File: src/rtl/axil_pkg.sv
// Shared AXI4-Lite constants: bus widths and BRESP/RRESP response codes.
package axil_pkg;

  localparam int AXI_ADDR_WIDTH = 32;
  localparam int AXI_DATA_WIDTH = 32;

  localparam logic [1:0] RESP_OKAY   = 2'b00;
  localparam logic [1:0] RESP_SLVERR = 2'b10;
  localparam logic [1:0] RESP_DECERR = 2'b11;

endpackage

File: src/rtl/axil_err_slave_wr.sv
// AXI4-Lite write error slave: terminates the interconnect's invalid-slave
// port, sinks every AW/W pair and answers each with RESP_CODE on B.
// Counts completed error responses in a saturating counter.
// Optional build macro AXIL_ERR_CAPTURE_EN adds err_addr/err_valid, which
// record the last faulting write address and whether any error completed.
module axil_err_slave_wr
  import axil_pkg::*;
#(
  parameter logic [1:0] RESP_CODE = RESP_DECERR,
  parameter int         CNT_WIDTH = 16
) (
  input  logic                        aclk,
  input  logic                        aresetn,
  input  logic [AXI_ADDR_WIDTH-1:0]   s_axil_awaddr,
  input  logic                        s_axil_awvalid,
  output logic                        s_axil_awready,
  input  logic [AXI_DATA_WIDTH-1:0]   s_axil_wdata,
  input  logic [AXI_DATA_WIDTH/8-1:0] s_axil_wstrb,
  input  logic                        s_axil_wvalid,
  output logic                        s_axil_wready,
  output logic [1:0]                  s_axil_bresp,
  output logic                        s_axil_bvalid,
  input  logic                        s_axil_bready,
  output logic [CNT_WIDTH-1:0]        err_count
`ifdef AXIL_ERR_CAPTURE_EN
  ,
  output logic [AXI_ADDR_WIDTH-1:0]   err_addr,
  output logic                        err_valid
`endif
);

  typedef enum logic [1:0] {
    IDLE    = 2'd0,
    WAIT_W  = 2'd1,
    WAIT_AW = 2'd2,
    RESP    = 2'd3
  } state_t;

  state_t state, state_nxt;

  logic aw_fire;
  logic w_fire;
  logic b_fire;

  // Write data and strobes are discarded; address is only kept when capture is built in.
  logic unused_inputs;
  assign unused_inputs = ^{s_axil_wdata, s_axil_wstrb, s_axil_awaddr};

  assign aw_fire = s_axil_awvalid & s_axil_awready;
  assign w_fire  = s_axil_wvalid  & s_axil_wready;
  assign b_fire  = s_axil_bvalid  & s_axil_bready;

  // State register; reset drops any half-collected or pending write silently.
  always_ff @(posedge aclk or negedge aresetn) begin
    if (!aresetn) state <= IDLE;
    else          state <= state_nxt;
  end

  // Next state: collect one AW and one W in either order, then respond.
  always_comb begin
    state_nxt = state;
    case (state)
      IDLE: begin
        if (aw_fire && w_fire) state_nxt = RESP;
        else if (aw_fire)      state_nxt = WAIT_W;
        else if (w_fire)       state_nxt = WAIT_AW;
      end
      WAIT_W:  if (w_fire)  state_nxt = RESP;
      WAIT_AW: if (aw_fire) state_nxt = RESP;
      RESP:    if (b_fire)  state_nxt = IDLE;
      default: state_nxt = IDLE;
    endcase
  end

  // Outputs decoded from state only, so ready never depends on valid.
  always_comb begin
    s_axil_awready = 1'b0;
    s_axil_wready  = 1'b0;
    s_axil_bvalid  = 1'b0;
    s_axil_bresp   = RESP_OKAY;
    case (state)
      IDLE: begin
        s_axil_awready = 1'b1;
        s_axil_wready  = 1'b1;
      end
      WAIT_W:  s_axil_wready  = 1'b1;
      WAIT_AW: s_axil_awready = 1'b1;
      RESP: begin
        s_axil_bvalid = 1'b1;
        s_axil_bresp  = RESP_CODE;
      end
      default: ;
    endcase
  end

  // Error counter: one per B handshake, holds at all-ones instead of wrapping.
  always_ff @(posedge aclk or negedge aresetn) begin
    if (!aresetn)                       err_count <= '0;
    else if (b_fire && (~err_count != '0)) err_count <= err_count + 1'b1;
  end

`ifdef AXIL_ERR_CAPTURE_EN
  // Capture: latest accepted write address, and a sticky flag after the first error response.
  always_ff @(posedge aclk or negedge aresetn) begin
    if (!aresetn) begin
      err_addr  <= '0;
      err_valid <= 1'b0;
    end else begin
      if (aw_fire) err_addr  <= s_axil_awaddr;
      if (b_fire)  err_valid <= 1'b1;
    end
  end
`endif

endmodule

File: config.mk
export PLATFORM = sky130hd
export DESIGN_NAME = axil_err_slave_wr
export DESIGN_NICKNAME = d
export VERILOG_FILES = /design/src/rtl/axil_pkg.sv /design/src/rtl/axil_err_slave_wr.sv
export SDC_FILE = /design/constraint.sdc
export NUM_CORES = 1
export LEC_CHECK = 0
export CAP_MARGIN = 5
export CORE_MARGIN = 3
export CORE_UTILIZATION = 28
export DETAILED_ROUTE_END_ITERATION = 10
export PLACE_DENSITY_LB_ADDON = 0.12
export SLEW_MARGIN = 20
export SYNTH_ARGS = -nofsm -noshare
export SYNTH_HDL_FRONTEND = slang
export SYNTH_SLANG_ARGS = --single-unit
File: constraint.sdc
create_clock -name aclk -period 1.5 [get_ports aclk]
set_input_delay 0.45 -clock aclk [delete_from_list [all_inputs] [get_ports aclk]]
set_output_delay 0.45 -clock aclk [all_outputs]
set_load 0.02 [all_outputs]
## After elaboration in Yosys (flattened, before gate mapping)

Cells that the tools add are included.
W data, S select, Z words.

| cells by class | value |
|---|---|
| add/sub/neg operators | 1 |
| equal/unequal tests | 7 |
| muxes and demuxes | 11 |
| bitwise logic cells | 4 |
| reduce and logical (&&, ||, !) cells | 7 |

Operators with widths:

| kind | count |
|---|---|
| $add A16 B1 Y16 const B | 1 |
| $not A16 Y16 | 1 |
| $reduce_bool A16 Y1 | 1 |
| $mux W2 | 7 |
| $pmux W2 S4 | 1 |
| $ne A2 B2 Y1 const B | 3 |
| $eq A2 B2 Y1 const B | 2 |
| $ne A4 B4 Y1 const B | 1 |
| $reduce_and A4 Y1 | 1 |
| $reduce_or A2 Y1 | 2 |
| $and A1 B1 Y1 | 3 |
| $mux W1 | 3 |
| $eq A2 B1 Y1 const B | 1 |
| $logic_and A1 B1 Y1 | 2 |
| $logic_not A2 Y1 | 1 |

| word-level totals | value |
|---|---|
| register bits | 18 |
| bits of input ports | 73 |
| output and inout port bits | 21 |
| logic and storage cells | 32 |

## Logic depth before layout (Yosys ltp)

| logic depth | value |
|---|---|
| depth after elaboration | 8 |
| gate-level depth with buffers | 6 |
| gate-level depth less buffers | 6 |

## Worst setup path before layout

OpenSTA, ideal clock, no wires.

| timing path | value |
|---|---|
| path type | register to register |
| start point | register err_count[0] |
| end point | register err_count[9] |
| setup time | 0.080 ns |
| arrival | 1.517 ns |
| required time | 1.420 ns |
| path slack | -0.097 ns |
| stages on the path, launching flop included | 7 |
| path buffers | 1 |
| clock period less this slack | 1.597 ns |
| cells stage by stage | dfrtp_1 -> ha_1 -> nand4_1 -> nor4_4 -> buf_6 -> nor4_1 -> xor2_1 |

| between the ends | value |
|---|---|
| cells in the longest elaborated chain, start to end | 3 |
| elaborated cells between the ends (all ways) | 4 |
| those cells by class | add/sub: 1; bitwise: 1; reduce/logical: 2 |

Ends and longest elaborated chain:

| element | RTL line | RTL |
|---|---|---|
| start, declared | axil_err_slave_wr.sv:24 | `output logic [CNT_WIDTH-1:0] err_count` |
| start signal, assigned | axil_err_slave_wr.sv:99 | `else if (b_fire && (~err_count != '0)) err_count <= err_count + 1'b1;` |
| branches (longest 3 deep; another with $add A16 B1 Y16) | -- |  |

Parallel ways; which one is timed is not known.
A chain may end at the register's enable or synchronous reset.

## Worst setup path after layout

| timing path | value |
|---|---|
| start point | register state[0] |
| end point | output port s_axil_awready |

| between the ends | value |
|---|---|
| cells in the longest elaborated chain, start to end | 3 |
| elaborated cells between the ends (all ways) | 4 |
| those cells by class | eq/ne: 1; mux: 1; reduce/logical: 2 |

Ends and longest elaborated chain:

| element | RTL line | RTL |
|---|---|---|
| start, declared | axil_err_slave_wr.sv:39 | `state_t state, state_nxt;` |
| start signal, assigned | axil_err_slave_wr.sv:56 | `else state <= state_nxt;` |
| $eq A2 B2 Y1 or $logic_not A2 Y1 (tied branches) | axil_err_slave_wr.sv:81 | `case (state)` |
| $reduce_or A2 Y1 (no line) * | -- |  |
| $mux W1 * | axil_err_slave_wr.sv:81 |  |
| end, declared | axil_err_slave_wr.sv:16 | `output logic s_axil_awready,` |

Every way passes the cells marked *; elsewhere a longest branch is shown, timed or not.

==> results by stage <==
Clocking:
- TritonCTS built the clock tree.
- At the later pin of the worst-skew pair, clock insertion delay measures 0.26 ns.
- CTS built an H-tree with a depth of 1.
- The number of buffers inserted during clock tree synthesis is 3.
- The cell at the root of the clock tree is clkbuf_8.
- The number of buffers inserted for hold repair after clock tree synthesis is 0.
- The TritonCTS sink count is 18.
- The clock tree buffer depth is 2.
- The clock-pin slew of the registers on the worst-case setup and hold paths is 0.07 ns.

Power and ir drop:
- The analysis attributes to cell leakage a power of 1.02 nW.
- Total power for the finished layout comes to 3.24 mW.
- In this run the power density over the cells is 1530 nW/um2.
- Across the VDD grid, the largest voltage drop is between 1000 and 1500 uV.

Synthesis:
- The synthesized design contains 18 register bits.
- Synthesis produced a netlist with a net count of 177.
- The total number of yosys warnings is 0.
- The number of synthesized flops with an enable pin is 0.
- Ranked by instance count, the synthesized netlist is headed by dfrtp_1, xor2_1, nand3_1, nor3_1, ha_1.
- After synthesis, the netlist uses 30 different library cells.
- The post-synthesis instance area is between 1000 and 1500 um2.
- By area the synthesized netlist is led by dfrtp_1, xor2_1, ha_1.
- The fraction of post-synthesis cell area in the top cell type by area is 43.7%.
- The prevailing post-synth register cell is dfrtp_1.
- Of the post-synthesis cell area, the part taken by muxes is under 10%.
- The cell taking the most area after synthesis is dfrtp_1.
- The mean cell area of the mapped netlist is roughly 11 um2.
- The fraction of the mapped netlist area in simple logic gates is 24.8%.
- For this run, the register share of the synthesized area comes to 43.7%.
- Summing the areas of all xor and xnor instances in the mapped netlist gives 12.8% of the synthesized area.
- The proportion of synthesized flip-flops having asynchronous set or reset is between 90% and 100%.
- The adder-cell area share of the yosys netlist is 7.29%.
- After synthesis, the largest family of logic cells by area is simple AND/OR/NAND/NOR gates.
- dfrtp_1 is the most common cell in the netlist.
- The post-synthesis instance total is 98.
- The synthesized netlist devotes 3.04% of its cell area to compound gates.

Detailed routing:
- The DRC violation count after routing is 0.
- The first detailed-routing pass ran for 4 iterations.
- Wires add up to 3.35 mm.
- The antenna violation net count after detailed routing is 0.
- The violation count after the first detailed-routing iteration is 37.
- The average detailed-routed wire length per instance is around 15 um.
- The average vias per placed instance is 4.70.
- The detailed router placed between 1000 and 1500 vias in this run.

Final layout:
- The antenna cell count is 0.
- The net count of the finished layout is 257.
- Cells with a size suffix above 1 make up between 60% and 70% of the layout.
- Counting the fill cells in the layout gives 292.
- The relative area change from synthesis to final layout is 106%.

GRT:
- The met3 capacity usage during global routing is 3.88%.
- The first global-routing pass estimated 4.69 mm of wire.
- The met1 track demand over resource is 17.8%.
- The global-route congestion overflow total is 0.
- Global routing consumed, over all layers together, 14.0% of the routing resources.
- For met2 alone, demand over resource in global routing was 23.1%.
- Entering global routing, the biggest net connects 19 pins.
- In this run the most used layer during global routing was met2.
- The via count of the first global-routing pass is 999.
- The initial antenna violation count is 0.

Timing:
- Setup violations remaining at the end of the flow were counted as 22.
- The routed design could run at a clock period as short as 1.75 ns.
- For the final database, setup skew stands at 0.00473 ns.
- The final hold slack is between 0.5 and 0.6 ns.
- At the pin with the least slew margin, the transition time is 0.449 ns.
- The number of max-slew violations in the final report is 0.
- In this run the tightest slew margin relative to its limit is between 70 and 80%.
- After layout, the worst path uses 117% of the clock period.
- Setup repair after global routing could not meet its margin everywhere.
- The setup TNS is -2.76 ns.
- The peak clock frequency supported by timing is 0.571 GHz.
- The final number of hold-violating endpoints is 0.
- The final worst slack is -0.251 ns.

Floorplanning:
- In this run the core area contains 21 standard-cell rows.
- The die covers 4440 um2.
- Pin placement for this block handled 94 I/O pins.
- Measured along the x axis, the die boundary spans 66.6 um.
- The area inside the core boundary is 3440 um2.
- The floorplan die height is about 67 um.
- Once the floorplan was initialized, standard cells occupied between 20% and 30% of the core.

Worst hold path:
- In this run the worst hold path is classified as in -> async.

Worst setup path:
- STA classifies the critical path endpoint as a primary output.
- The setup path with the least slack is of type reg -> out.
- The required time of the worst setup path is about 1.1 ns.
- Data on the critical path arrives at its endpoint at 1.30 ns.
- The worst setup path is launched from a register.
- The maximum fanout count along the critical path is 3.

Outcome:
- The checks that failed: setup timing.
- The flow ran to the end, but the final reports show violations.

Place:
- The final estimated routing congestion in global placement is 0.785.
- In this run the tool buffered the top-level ports with 25 buffer cells.
- Prior to clock tree synthesis, the placed netlist has a worst setup slack of -0.452 ns.
- Once detailed placement completed, the half-perimeter wirelength came to between 1.5 and 2 mm.

Flow run:
- The tool flagged a number of max-cap violations equal to 0.
## area by class of cell
type | instances | area (um2) | area share [%]
multi-input combinational | 72 | 828 | 39.1
inverter | 5 | 21.3 | 1.00
timing repair buffer | 78 | 697 | 32.9
sequential | 18 | 458 | 21.6
clock buffer | 4 | 55.1 | 2.60
tap | 46 | 57.6 | 2.72
## per-layer routing
metal	wire, um	part of all wire (%)	up-vias
met4	25	0.75	0
met1	1460	44	517
li1	-	-	509
met5	0	0	-
met2	1720	51	19
met3	132	3.9	4
## where the power goes
group / switching (mW) / internal [mW]
registers: 0.130 / 0.591
logic: 0.933 / 1.19
clock network: 0.167 / 0.233
## flip-flops by register name, summed over array words and instances, names as in the netlist
name,cells
err_count,16
state,2
## per-stage QoR
step | util (%) | instance area [um2] | cells
6_report | 61.5 | 2120 | 223
5_1_grt | 61.5 | 2120 | 223
4_1_cts | 54.2 | 1870 | 207
3_5_place_dp | 45.0 | 1550 | 196
3_3_place_gp | 45.0 | 1550 | 196
2_1_floorplan | - | 1040 | 98
## cells in the final DEF (no fill, tap or decap), types with 4 or more instances in the layout
| cell type | synthesis | routed |
|---|---|---|
| xor2_1 | 15 | 15 |
| dlygate4sd2_1 | 0 | 6 |
| nand2_1 | 5 | 4 |
| nand4_1 | 5 | 5 |
| buf_4 | 2 | 36 |
| ha_4 | 0 | 5 |
| nor3_4 | 0 | 5 |
| buf_2 | 1 | 5 |
| dfrtp_1 | 18 | 12 |
| nand3_1 | 7 | 5 |
| buf_6 | 1 | 19 |
| dfrtp_2 | 0 | 6 |
| nor4_4 | 1 | 6 |
| clkbuf_8 | 0 | 4 |
## critical path, stage by stage, from the launching register on
cell     delay [ns]
dfrtp_1        0.40
inv_2          0.09
ha_4           0.17
or2_4          0.25
buf_6          0.13
## timing repair
item	in CTS	in global routing
endpoints found under the setup margin	39	31
resized for setup	105	34
cloned	0	1
pin swaps	10	23
setup buffers	8	15
## path summary, 6_finish.rpt
check	start	to	slack, ns	depth (start not counted)
max	state[0]	s_axil_awready	-0.25	4
min	aresetn	state[1]	0.52	2
max reg2reg	state[1]	err_count[15]	-0.16	7
min reg2reg	err_count[4]	err_count[4]	0.54	1
max in group asynchronous	aresetn	err_count[0]	0.76	2
min in group aclk	err_count[4]	err_count[4]	0.54	1
## cells by family (layout without fill, tap and decap cells)
group / after synthesis / in the layout
mux: 3 / 3
buf+inv: 9 / 87
xor+xnor: 15 / 15
fa+ha+maj: 6 / 6
compound gates: 5 / 5
simple gates: 42 / 43
flops: 18 / 18
Power figures use the tool's default switching activity.
